`config.mk`:
```
export PLATFORM = sky130hd
export DESIGN_NAME = dpram_req_arbiter
export DESIGN_NICKNAME = d
export VERILOG_FILES = /design/src/rtl/dpram_req_arbiter_pkg.sv /design/src/rtl/dpram_req_arbiter_defer_fifo.sv /design/src/rtl/dpram_req_arbiter.sv
export SDC_FILE = /design/constraint.sdc
export NUM_CORES = 1
export LEC_CHECK = 0
export CAP_MARGIN = 20
export CORE_AREA = 5 5 150 152
export DETAILED_ROUTE_END_ITERATION = 10
export DIE_AREA = 0 0 155 157
export HOLD_SLACK_MARGIN = 0.15
export PLACE_DENSITY = 0.74
export SETUP_SLACK_MARGIN = 0.15
export SYNTH_ARGS = -nofsm -noshare
export SYNTH_HDL_FRONTEND = slang
export SYNTH_SLANG_ARGS = --single-unit
```
`constraint.sdc`:
```
create_clock -name clk -period 9.2 [get_ports clk]
set_input_delay 1.84 -clock clk [delete_from_list [all_inputs] [get_ports clk]]
set_output_delay 1.84 -clock clk [all_outputs]
set_load 0.01 [all_outputs]
```
`src/rtl/dpram_req_arbiter_pkg.sv`:
```
// Shared widths, deferred-entry layout and routing enums for the dual-port RAM request arbiter.
package dpram_req_arbiter_pkg;

  localparam int unsigned DPRAM_ADDR_W = 11;
  localparam int unsigned DPRAM_DATA_W = 8;
  localparam int unsigned DPRAM_DEPTH  = 4;

  typedef struct packed {
    logic [DPRAM_ADDR_W-1:0] addr;
    logic [DPRAM_DATA_W-1:0] data;
  } defer_entry_t;

  typedef enum logic [1:0] {
    ROUTE_NONE,
    ROUTE_DIRECT,
    ROUTE_DEFER
  } route_e;

  typedef enum logic [1:0] {
    DRAIN_NONE,
    DRAIN_B,
    DRAIN_A
  } drain_e;

endpackage

```
`src/rtl/dpram_req_arbiter_defer_fifo.sv`:
```
// Deferred-write FIFO: two push ports (push0 enqueued first), one pop port,
// per-entry address/valid view for the arbiter's hit compare.
module dpram_defer_fifo
  import dpram_req_arbiter_pkg::*;
#(
  parameter int unsigned DEPTH  = DPRAM_DEPTH,
  parameter int unsigned ADDR_W = DPRAM_ADDR_W,
  parameter int unsigned DATA_W = DPRAM_DATA_W
) (
  input  logic                           clk_i,
  input  logic                           reset_i,
  input  logic                           push0_i,
  input  logic [ADDR_W-1:0]              push0_addr_i,
  input  logic [DATA_W-1:0]              push0_data_i,
  input  logic                           push1_i,
  input  logic [ADDR_W-1:0]              push1_addr_i,
  input  logic [DATA_W-1:0]              push1_data_i,
  input  logic                           pop_i,
  output logic [ADDR_W-1:0]              head_addr_o,
  output logic [DATA_W-1:0]              head_data_o,
  output logic [$clog2(DEPTH):0]         count_o,
  output logic [DEPTH-1:0]               entry_valid_o,
  output logic [DEPTH-1:0][ADDR_W-1:0]   entry_addr_o
);

  localparam int unsigned PW = $clog2(DEPTH);
  localparam int unsigned CW = PW + 1;

  logic [DEPTH-1:0][ADDR_W-1:0] addr_q;
  logic [DEPTH-1:0][DATA_W-1:0] data_q;
  logic [PW-1:0]                wptr_q, wptr_d, rptr_q, rptr_d, wptr1;
  logic [CW-1:0]                count_q, count_d;

  always_comb begin
    wptr1   = push0_i ? wptr_q + PW'(1) : wptr_q;
    wptr_d  = wptr_q + PW'(push0_i) + PW'(push1_i);
    rptr_d  = rptr_q + PW'(pop_i);
    count_d = count_q + CW'(push0_i) + CW'(push1_i) - CW'(pop_i);
  end

  always_ff @(posedge clk_i) begin
    if (reset_i) begin
      wptr_q  <= '0;
      rptr_q  <= '0;
      count_q <= '0;
    end else begin
      wptr_q  <= wptr_d;
      rptr_q  <= rptr_d;
      count_q <= count_d;
    end
  end

  always_ff @(posedge clk_i) begin
    if (!reset_i) begin
      if (push0_i) begin
        addr_q[wptr_q] <= push0_addr_i;
        data_q[wptr_q] <= push0_data_i;
      end
      if (push1_i) begin
        addr_q[wptr1] <= push1_addr_i;
        data_q[wptr1] <= push1_data_i;
      end
    end
  end

  // An entry is live when its distance from the read pointer is below the occupancy.
  always_comb begin
    entry_valid_o = '0;
    for (int unsigned i = 0; i < DEPTH; i++) begin
      entry_valid_o[i] = {1'b0, PW'(i) - rptr_q} < count_q;
    end
  end

  assign head_addr_o  = addr_q[rptr_q];
  assign head_data_o  = data_q[rptr_q];
  assign count_o      = count_q;
  assign entry_addr_o = addr_q;

endmodule

```
`src/rtl/dpram_req_arbiter.sv`:
```
// Two-agent request arbiter in front of a dual-port RAM; same-address write
// collisions and writes to pending addresses are deferred through a small FIFO.
module dpram_req_arbiter
  import dpram_req_arbiter_pkg::*;
#(
  parameter int unsigned ADDR_W = DPRAM_ADDR_W,
  parameter int unsigned DATA_W = DPRAM_DATA_W,
  parameter int unsigned DEPTH  = DPRAM_DEPTH
) (
  input  logic                    clk,
  input  logic                    reset,
  input  logic                    req_valid_a,
  input  logic                    req_valid_b,
  output logic                    req_ready_a,
  output logic                    req_ready_b,
  input  logic                    req_we_a,
  input  logic                    req_we_b,
  input  logic [ADDR_W-1:0]       req_addr_a,
  input  logic [ADDR_W-1:0]       req_addr_b,
  input  logic [DATA_W-1:0]       req_wdata_a,
  input  logic [DATA_W-1:0]       req_wdata_b,
  output logic                    ram_wr_en_a,
  output logic                    ram_wr_en_b,
  output logic                    ram_rd_en_a,
  output logic                    ram_rd_en_b,
  output logic [ADDR_W-1:0]       ram_addr_a,
  output logic [ADDR_W-1:0]       ram_addr_b,
  output logic [DATA_W-1:0]       ram_data_a,
  output logic [DATA_W-1:0]       ram_data_b,
  output logic [$clog2(DEPTH):0]  fifo_count,
  output logic [15:0]             conflict_cnt
);

  localparam int unsigned CW = $clog2(DEPTH) + 1;
  localparam logic [CW-1:0] SPACE_MAX = CW'(DEPTH - 2);

  logic [CW-1:0]              fifo_cnt, eff_cnt;
  logic [DEPTH-1:0]           fifo_valid, eff_valid;
  logic [DEPTH-1:0][ADDR_W-1:0] fifo_addr;
  logic [ADDR_W-1:0]          head_addr;
  logic [DATA_W-1:0]          head_data;

  logic   hit_a, hit_b, space_ok;
  logic   acc_a, acc_b, push_a, push_b, collision, pop;
  route_e route_a, route_b;
  drain_e drain;

  logic              wr_a_q, wr_a_d, rd_a_q, rd_a_d, wr_b_q, wr_b_d, rd_b_q, rd_b_d;
  logic [ADDR_W-1:0] addr_a_q, addr_a_d, addr_b_q, addr_b_d;
  logic [DATA_W-1:0] data_a_q, data_a_d, data_b_q, data_b_d;
  logic [15:0]       conflict_q, conflict_d;

  // During reset the FIFO is treated as empty for the ready/hit decision.
  always_comb begin
    eff_cnt   = reset ? '0 : fifo_cnt;
    eff_valid = reset ? '0 : fifo_valid;
    hit_a     = 1'b0;
    hit_b     = 1'b0;
    for (int unsigned i = 0; i < DEPTH; i++) begin
      if (eff_valid[i] && (fifo_addr[i] == req_addr_a)) hit_a = 1'b1;
      if (eff_valid[i] && (fifo_addr[i] == req_addr_b)) hit_b = 1'b1;
    end
    space_ok    = eff_cnt <= SPACE_MAX;
    req_ready_a = space_ok && !(!req_we_a && hit_a);
    acc_a       = req_valid_a && req_ready_a;
    push_a      = acc_a && req_we_a && hit_a;
    if (push_a && (req_addr_a == req_addr_b)) hit_b = 1'b1;
    req_ready_b = space_ok && !(!req_we_b && hit_b);
    acc_b       = req_valid_b && req_ready_b;
    collision   = acc_a && acc_b && req_we_a && req_we_b &&
                  (req_addr_a == req_addr_b) && !hit_a && !hit_b;
    push_b      = acc_b && req_we_b && (hit_b || collision);

    route_a = ROUTE_NONE;
    if (acc_a) route_a = push_a ? ROUTE_DEFER : ROUTE_DIRECT;
    route_b = ROUTE_NONE;
    if (acc_b) route_b = push_b ? ROUTE_DEFER : ROUTE_DIRECT;

    drain = DRAIN_NONE;
    if (eff_cnt != '0) begin
      if (route_b != ROUTE_DIRECT)      drain = DRAIN_B;
      else if (route_a != ROUTE_DIRECT) drain = DRAIN_A;
    end
    pop = (drain != DRAIN_NONE) && !reset;
  end

  dpram_defer_fifo #(
    .DEPTH  (DEPTH),
    .ADDR_W (ADDR_W),
    .DATA_W (DATA_W)
  ) u_fifo (
    .clk_i         (clk),
    .reset_i       (reset),
    .push0_i       (push_a && !reset),
    .push0_addr_i  (req_addr_a),
    .push0_data_i  (req_wdata_a),
    .push1_i       (push_b && !reset),
    .push1_addr_i  (req_addr_b),
    .push1_data_i  (req_wdata_b),
    .pop_i         (pop),
    .head_addr_o   (head_addr),
    .head_data_o   (head_data),
    .count_o       (fifo_cnt),
    .entry_valid_o (fifo_valid),
    .entry_addr_o  (fifo_addr)
  );

  always_comb begin
    wr_a_d   = 1'b0;
    rd_a_d   = 1'b0;
    addr_a_d = addr_a_q;
    data_a_d = data_a_q;
    wr_b_d   = 1'b0;
    rd_b_d   = 1'b0;
    addr_b_d = addr_b_q;
    data_b_d = data_b_q;

    if (route_a == ROUTE_DIRECT) begin
      wr_a_d   = req_we_a;
      rd_a_d   = !req_we_a;
      addr_a_d = req_addr_a;
      if (req_we_a) data_a_d = req_wdata_a;
    end else if (drain == DRAIN_A) begin
      wr_a_d   = 1'b1;
      addr_a_d = head_addr;
      data_a_d = head_data;
    end

    if (route_b == ROUTE_DIRECT) begin
      wr_b_d   = req_we_b;
      rd_b_d   = !req_we_b;
      addr_b_d = req_addr_b;
      if (req_we_b) data_b_d = req_wdata_b;
    end else if (drain == DRAIN_B) begin
      wr_b_d   = 1'b1;
      addr_b_d = head_addr;
      data_b_d = head_data;
    end

    conflict_d = conflict_q;
    if (collision && (conflict_q != '1)) conflict_d = conflict_q + 16'd1;
  end

  always_ff @(posedge clk) begin
    if (reset) begin
      wr_a_q     <= 1'b0;
      rd_a_q     <= 1'b0;
      addr_a_q   <= '0;
      data_a_q   <= '0;
      wr_b_q     <= 1'b0;
      rd_b_q     <= 1'b0;
      addr_b_q   <= '0;
      data_b_q   <= '0;
      conflict_q <= '0;
    end else begin
      wr_a_q     <= wr_a_d;
      rd_a_q     <= rd_a_d;
      addr_a_q   <= addr_a_d;
      data_a_q   <= data_a_d;
      wr_b_q     <= wr_b_d;
      rd_b_q     <= rd_b_d;
      addr_b_q   <= addr_b_d;
      data_b_q   <= data_b_d;
      conflict_q <= conflict_d;
    end
  end

  assign ram_wr_en_a  = wr_a_q;
  assign ram_rd_en_a  = rd_a_q;
  assign ram_addr_a   = addr_a_q;
  assign ram_data_a   = data_a_q;
  assign ram_wr_en_b  = wr_b_q;
  assign ram_rd_en_b  = rd_b_q;
  assign ram_addr_b   = addr_b_q;
  assign ram_data_b   = data_b_q;
  assign fifo_count   = fifo_cnt;
  assign conflict_cnt = conflict_q;

endmodule

```
== Yosys cells after proc, flatten, opt, wreduce, memory -nomap -nowiden ==
Index checks and enable logic that the tools add are counted.

* Output and inout port bits: 63
* Word-level logic and storage cells: 164
* ROM bits: 0
* Latch bits: 0
* Input port bits: 44
* Register bits after elaboration: 141
* Memories: 0
* RAM bits: 0

* Magnitude comparators: 10
* Bitwise gates (word level): 2
* Div/mod/pow operators: 0
* Equal/unequal tests: 18
* $add $sub $neg: 12
* Reductions and logical operators: 47
* Multiply operators: 0
* Mux-type cells: 55
* Shift operators: 0

{| class="wikitable"
|+ Operators with widths
! operator !! number
|-
| $mux 44 || 3
|-
| $eq 11x11->1 || 9
|-
| $mux 32 || 3
|-
| $bwmux 44 || 2
|-
| $mux 11 || 7
|-
| $mux 8 || 9
|-
| $bwmux 32 || 2
|-
| $demux 11 s2 || 2
|-
| $demux 8 s2 || 2
|-
| $logic_and 1x1->1 || 31
|-
| $bmux 11 s2 || 1
|-
| $add 16x1->16 const B || 1
|-
| $bmux 8 s2 || 1
|-
| $mux 2 || 8
|-
| $ne 16x16->1 const B || 1
|-
| $mux 1 || 13
|-
| $lt 2x3->1 || 4
|-
| $lt 2x3->1 const B || 3
|-
| $logic_not 1->1 || 7
|-
| $add 2x1->2 || 3
|-
| $add 3x1->3 || 2
|-
| $eq 2x1->1 const B || 3
|-
| $reduce_bool 2->1 || 3
|-
| $ge 2x1->1 const B || 2
|-
| 15 further kinds || 22
|}

== Logic depth before layout (Yosys ltp) ==
* Depth after elaboration: 36
* Gate-level depth with buffers: 19

== Cells and area by module ==
A second synthesis with hierarchy kept.

* Cells, all modules: 888
* Area, all modules: 10,027.1 um2

{| class="wikitable"
|+ Modules (own cells, without submodules)
! module !! cells each !! area an instance (um2) !! instances
|-
| dpram_defer_fifo || 328 || 5,348.9 || 1
|-
| dpram_req_arbiter || 560 || 4,678.2 || 1
|}

== Least setup slack after synthesis ==
OpenSTA, ideal clock, no wires.

* Path type: input -> output
* Start point: input reset
* End point: output req_ready_a
* Path slack: 2,839 ps
* Stages: 3
* Arrival time: 4,521 ps
* Path through: inv_2 > clkbuf_1 > a21oi_1

* Cells in the longest elaborated chain, start to end: 9

{| class="wikitable"
|+ Ends and longest elaborated chain
! item !! RTL line !! RTL
|-
| from (decl) || dpram_req_arbiter.sv:11 || <nowiki>input logic reset,</nowiki>
|-
| $mux 4 || dpram_req_arbiter.sv:56 || <nowiki>eff_valid = reset ? '0 : fifo_valid;</nowiki>
|-
| $logic_and 1x1->1 || dpram_req_arbiter.sv:60 || <nowiki>if (eff_valid[i] && (fifo_addr[i] == req_addr_a)) hit_a = 1'b1;</nowiki>
|-
| $mux 1 (4 in series) || dpram_req_arbiter.sv:60 ||
|-
| $logic_and 1x1->1 || dpram_req_arbiter.sv:64 || <nowiki>req_ready_a = space_ok && !(!req_we_a && hit_a);</nowiki>
|-
| $logic_not 1->1 || dpram_req_arbiter.sv:64 ||
|-
| $logic_and 1x1->1 (*) || dpram_req_arbiter.sv:64 ||
|-
| to (decl) || dpram_req_arbiter.sv:14 || <nowiki>output logic req_ready_a,</nowiki>
|}

Every way passes the cells marked *; elsewhere a longest branch is shown, timed or not.

== Worst setup path after layout ==
* Start point: input reset
* End point: output req_ready_b

* Cells in the longest elaborated chain, start to end: 17

{| class="wikitable"
|+ Ends and longest elaborated chain
! item !! RTL line !! RTL
|-
| $mux 4 || dpram_req_arbiter.sv:56 ||
|-
| $logic_and 1x1->1 || dpram_req_arbiter.sv:60 ||
|-
| $mux 1 (4 in series) || dpram_req_arbiter.sv:60 ||
|-
| $logic_and 1x1->1 || dpram_req_arbiter.sv:64 ||
|-
| $logic_not 1->1 || dpram_req_arbiter.sv:64 ||
|-
| $logic_and 1x1->1 || dpram_req_arbiter.sv:64 ||
|-
| $logic_and 1x1->1 || dpram_req_arbiter.sv:65 || <nowiki>acc_a = req_valid_a && req_ready_a;</nowiki>
|-
| $logic_and 1x1->1 (2 in series) || dpram_req_arbiter.sv:66 || <nowiki>push_a = acc_a && req_we_a && hit_a;</nowiki>
|-
| $logic_and 1x1->1 || dpram_req_arbiter.sv:67 || <nowiki>if (push_a && (req_addr_a == req_addr_b)) hit_b = 1'b1;</nowiki>
|-
| $mux 1 || dpram_req_arbiter.sv:67 ||
|-
| $logic_and 1x1->1 || dpram_req_arbiter.sv:68 || <nowiki>req_ready_b = space_ok && !(!req_we_b && hit_b);</nowiki>
|-
| $logic_not 1->1 || dpram_req_arbiter.sv:68 ||
|-
| $logic_and 1x1->1 (*) || dpram_req_arbiter.sv:68 ||
|-
| to (decl) || dpram_req_arbiter.sv:15 || <nowiki>output logic req_ready_b,</nowiki>
|}

Marks and branches as above.

==> summary.md <==
| Metric | Value |
|---|---|
| Boundary Pins | about 110 |
| Hold_buf cts | 0 |
| Switching pwr | 0.000630 W |
| Placed cells | about 1,200 |
| Synthesized area per cell | 10.7 sq um |
| Clock sink count | around 140 |
| Via-to-Cell Ratio | 5.96 |
| Register area | roughly 3600 sq um |
| Flops & latches, synth | between 100 and 150 |
| DIE WIDTH | about 160 um |
| Post-Route WL | around 27 mm |
| WS Path Type | primary input to primary output |
| Die ar. | roughly 24,000 sq um |
| Post-Syn Instances | 860 |
| Slowest cell on crit path | clkinv_2 |
| Register area share after synthesis | 0.388 |
| Detail Placement HPWL | approximately 18 mm |
| CP max FO | 51 |
| Port bufs | 106 |
| Yosys Warn Count | 0 |
| Post-route insts no fill | between 1,000 and 1,500 |
| Slew Viols, Final | 0 |
| Status | complete, no violations |
| Routed vias | roughly 7,200 |
| LEAKAGE | 3.66 nW |
| CTS Root Cell | clkbuf_16 |
| CTS tree | done |
| Clock skew | 0.00616 ns |
| DP Area | between 10,000 and 15,000 sq um |
| Crit. End Element | primary output |
| Starting density of the core | 0.442 |
| Final hold violation count | 0 |
| Final min period | a little under 7 ns |
| Worst Tran Pin Value | 1.08 ns |
| Max_cap viols | 0 |
| Buf/Inv on CP | 4 |
| Peak VDD IR | between 0.0001 and 0.00015 V |
| Final period utilization | 0.751 |
| Setup TNS | 0 ns |
| Final Setup Violations | 0 |
| Number of global-route vias before repair | just over 7,000 |
| Post-CTS setup repair buffer count | 0 |
| Biggest cell delay along the critical path | about 0.66 ns |
| Initial antenna violation count | 0 |
| Startpoint types | primary input |
| Post-CTS Resized | 0 |
| H-Tree Depth | 4 |
| Critical path's top delay family | buffers and inverters |
| Asr flop ratio synth | 0 |
| Rows | 53 |
| P_int | ~0.0014 W |
| Seq pwr share | 0.382 |
| Finished layout cell area | roughly 11,000 sq um |
| CTS Buf Count | 17 |
| Core area | about 21,000 sq um |
| Gate power share | 0.280 |
| Power per cell area | between 150 and 200 nW/um^2 |
| Hold Slack | roughly 0.49 ns |
| Clk pin slew, worst setup/hold paths | around 0.060 ns |
| Main synth FF type | edfxtp_1 |
| Area of the multi-input gates | approximately 5200 sq um |
| Critical Path AT | between 5 and 6 ns |
| Detail-routed net length per standard cell | 21.9 um |
| Synth Net Count | just over 900 |
| DRT iter0 DRCs | between 600 and 700 |
| Clk pwr share | 0.338 |
| GR Overflow Total | 0 |
| EDFF count, synth | 76 |
| Peak Freq | ~140 MHz |
| RSZ-0062 raised after global routing | false |
| Clock Tree Buf Depth | 2 |
| Syn Std Cell Area | 9240 sq um |
| Slew Limit Headroom | 0.279 |
| NumNets Final | slightly below 1,000 |
| Initial DRT Pass Iterations | 4 |
| Worst min path class | register to register |
| R2R Setup Slk | between 4 and 5 ns |
| Area Growth Syn to Fin | 18.4% |
| GPL Wtd Cong | between 0.9 and 1 |
| Antenna viol nets, final | 0 |
| First-pass GRT wire length | around 40 mm |
| Detailed-route DRC error count | 0 |
| Count of different cell masters after synthesis | between 50 and 60 |
| Fill count | 1,845 |
| Sw frac | 0.307 |
| Die height | ~160 um |
| CP cell instances | buf_2, buf_4, clkinv_2, nand2_2, nand3_1, or4_4, a21oi_1, nor2b_1, o21a_1, clkdlybuf4s50_1 |
| Fraction of layout instances using a drive strength above 1 | 0.244 |
| Antenna cell count | 0 |
| Largest net degree at the start of global routing | 66 |
| GRT Util Overall | 0.217 |
| Worst-Skew Late Latency | 0.42 ns |
| CP required | ~7.4 ns |
## sequential cells by signal, indices dropped and copies added (netlist names)
| signal | count |
|---|---|
| ram_data_a | 8 |
| ram_rd_en_a | 1 |
| u_fifo.entry_addr_o | 44 |
| ram_data_b | 8 |
| u_fifo.rptr_q | 2 |
| ram_rd_en_b | 1 |
| ram_wr_en_b | 1 |
| ram_addr_a | 11 |
| ram_wr_en_a | 1 |
| conflict_cnt | 16 |
| u_fifo.data_q | 32 |
| u_fifo.count_o | 3 |
| u_fifo.wptr_q | 2 |
| ram_addr_b | 11 |
## tightest hold or removal path, stage by stage (launching register included)
cell	delay [ns]
dfxtp_1	0.31
inv_1	0.06
a311oi_1	0.07
## cell type report
class,instances,area share
Clock inverter,7,0.00664
Sequential cell,141,0.328
Clock buffer,25,0.0482
Timing Repair Buffer,118,0.105
Tap cell,275,0.0315
Inverter,20,0.00698
Multi-Input combinational cell,626,0.474
## Yosys cell counts, drive strengths merged (27+ instances only)
library cell / n / share of area
o21ai: 36 / 0.020
buf: 41 / 0.030
mux2: 152 / 0.19
clkbuf: 32 / 0.013
xor2: 52 / 0.049
nor4: 32 / 0.022
xnor2: 61 / 0.058
nand2: 60 / 0.025
edfxtp: 76 / 0.25
a311oi: 27 / 0.026
dfxtp: 65 / 0.14
nor2: 44 / 0.019
## per-stage QoR
step | utilization | setup slack [ns] | total power [W]
detailed placement | 0.495 | 2.32 | 0.00137
finish | 0.524 | 2.29 | 0.00205
global placement | 0.495 | 2.40 | 0.00135
global route | 0.524 | 2.08 | 0.00214
CTS | 0.524 | 2.33 | 0.00205
floorplan | - | 2.84 | 0.00115
## worst paths after layout
check / start / cells past startpoint / end
min reg2reg: ram_data_a[2]$_SDFFE_PP0P_ / 2 / ram_data_a[2]$_SDFFE_PP0P_
min: ram_data_a[2]$_SDFFE_PP0P_ / 2 / ram_data_a[2]$_SDFFE_PP0P_
max reg2reg: u_fifo.rptr_q[0]$_SDFF_PP0_ / 12 / u_fifo.data_q[29]$_DFFE_PN_
max: reset / 10 / req_ready_b
## placed cells by master (no fill, tap or decap), types with 3 or more instances in the layout
cell	n
xor2_1	52
mux4_2	19
edfxtp_1	76
and3_1	8
ha_1	11
nor2b_1	5
buf_4	12
and2_1	7
clkbuf_8	5
fa_1	3
nand3_1	17
clkinv_2	3
nand4_1	12
clkbuf_16	18
clkdlybuf4s50_1	105
nor2_1	43
or3_1	7
nand2_1	58
a21oi_1	24
o21ai_0	35
nor4_1	31
mux2_2	152
inv_1	18
nor3_1	13
a311oi_1	27
xnor2_1	61
a211oi_1	11
dfxtp_1	65
## cell families (layout without fill, tap and decap cells)
group / Yosys count / in the layout / share of synthesized area
and+or+nand+nor: 216 / 216 / 0.119
muxes: 173 / 173 / 0.234
DFF: 141 / 141 / 0.388
xor gates and xnor gates: 113 / 113 / 0.107
AOI/OAI and AO/OA: 110 / 110 / 0.0798
buffers and inverters: 93 / 170 / 0.0509
adders and majority gates: 14 / 14 / 0.0214
## power groups by stage
stage	Combinational [W]	Clock (W)	Sequential, W
finish	0.000574	0.000693	0.000785
detailed placement	0.000570	0	0.000796
global route	0.000620	0.000733	0.000792
CTS	0.000572	0.000698	0.000784
floorplan	0.000347	0	0.000802
global placement	0.000557	0	0.000796
## per-layer routing
metal  vias to the layer above  track usage  share of wire
met5                         -            0              0
met4                         0       0.0883          0.032
met3                        52       0.0324          0.071
met2                       306        0.351           0.47
met1                      3582        0.293           0.43
li1                       3286            -              -
Note: power is estimated with default switching activity, not from simulation.
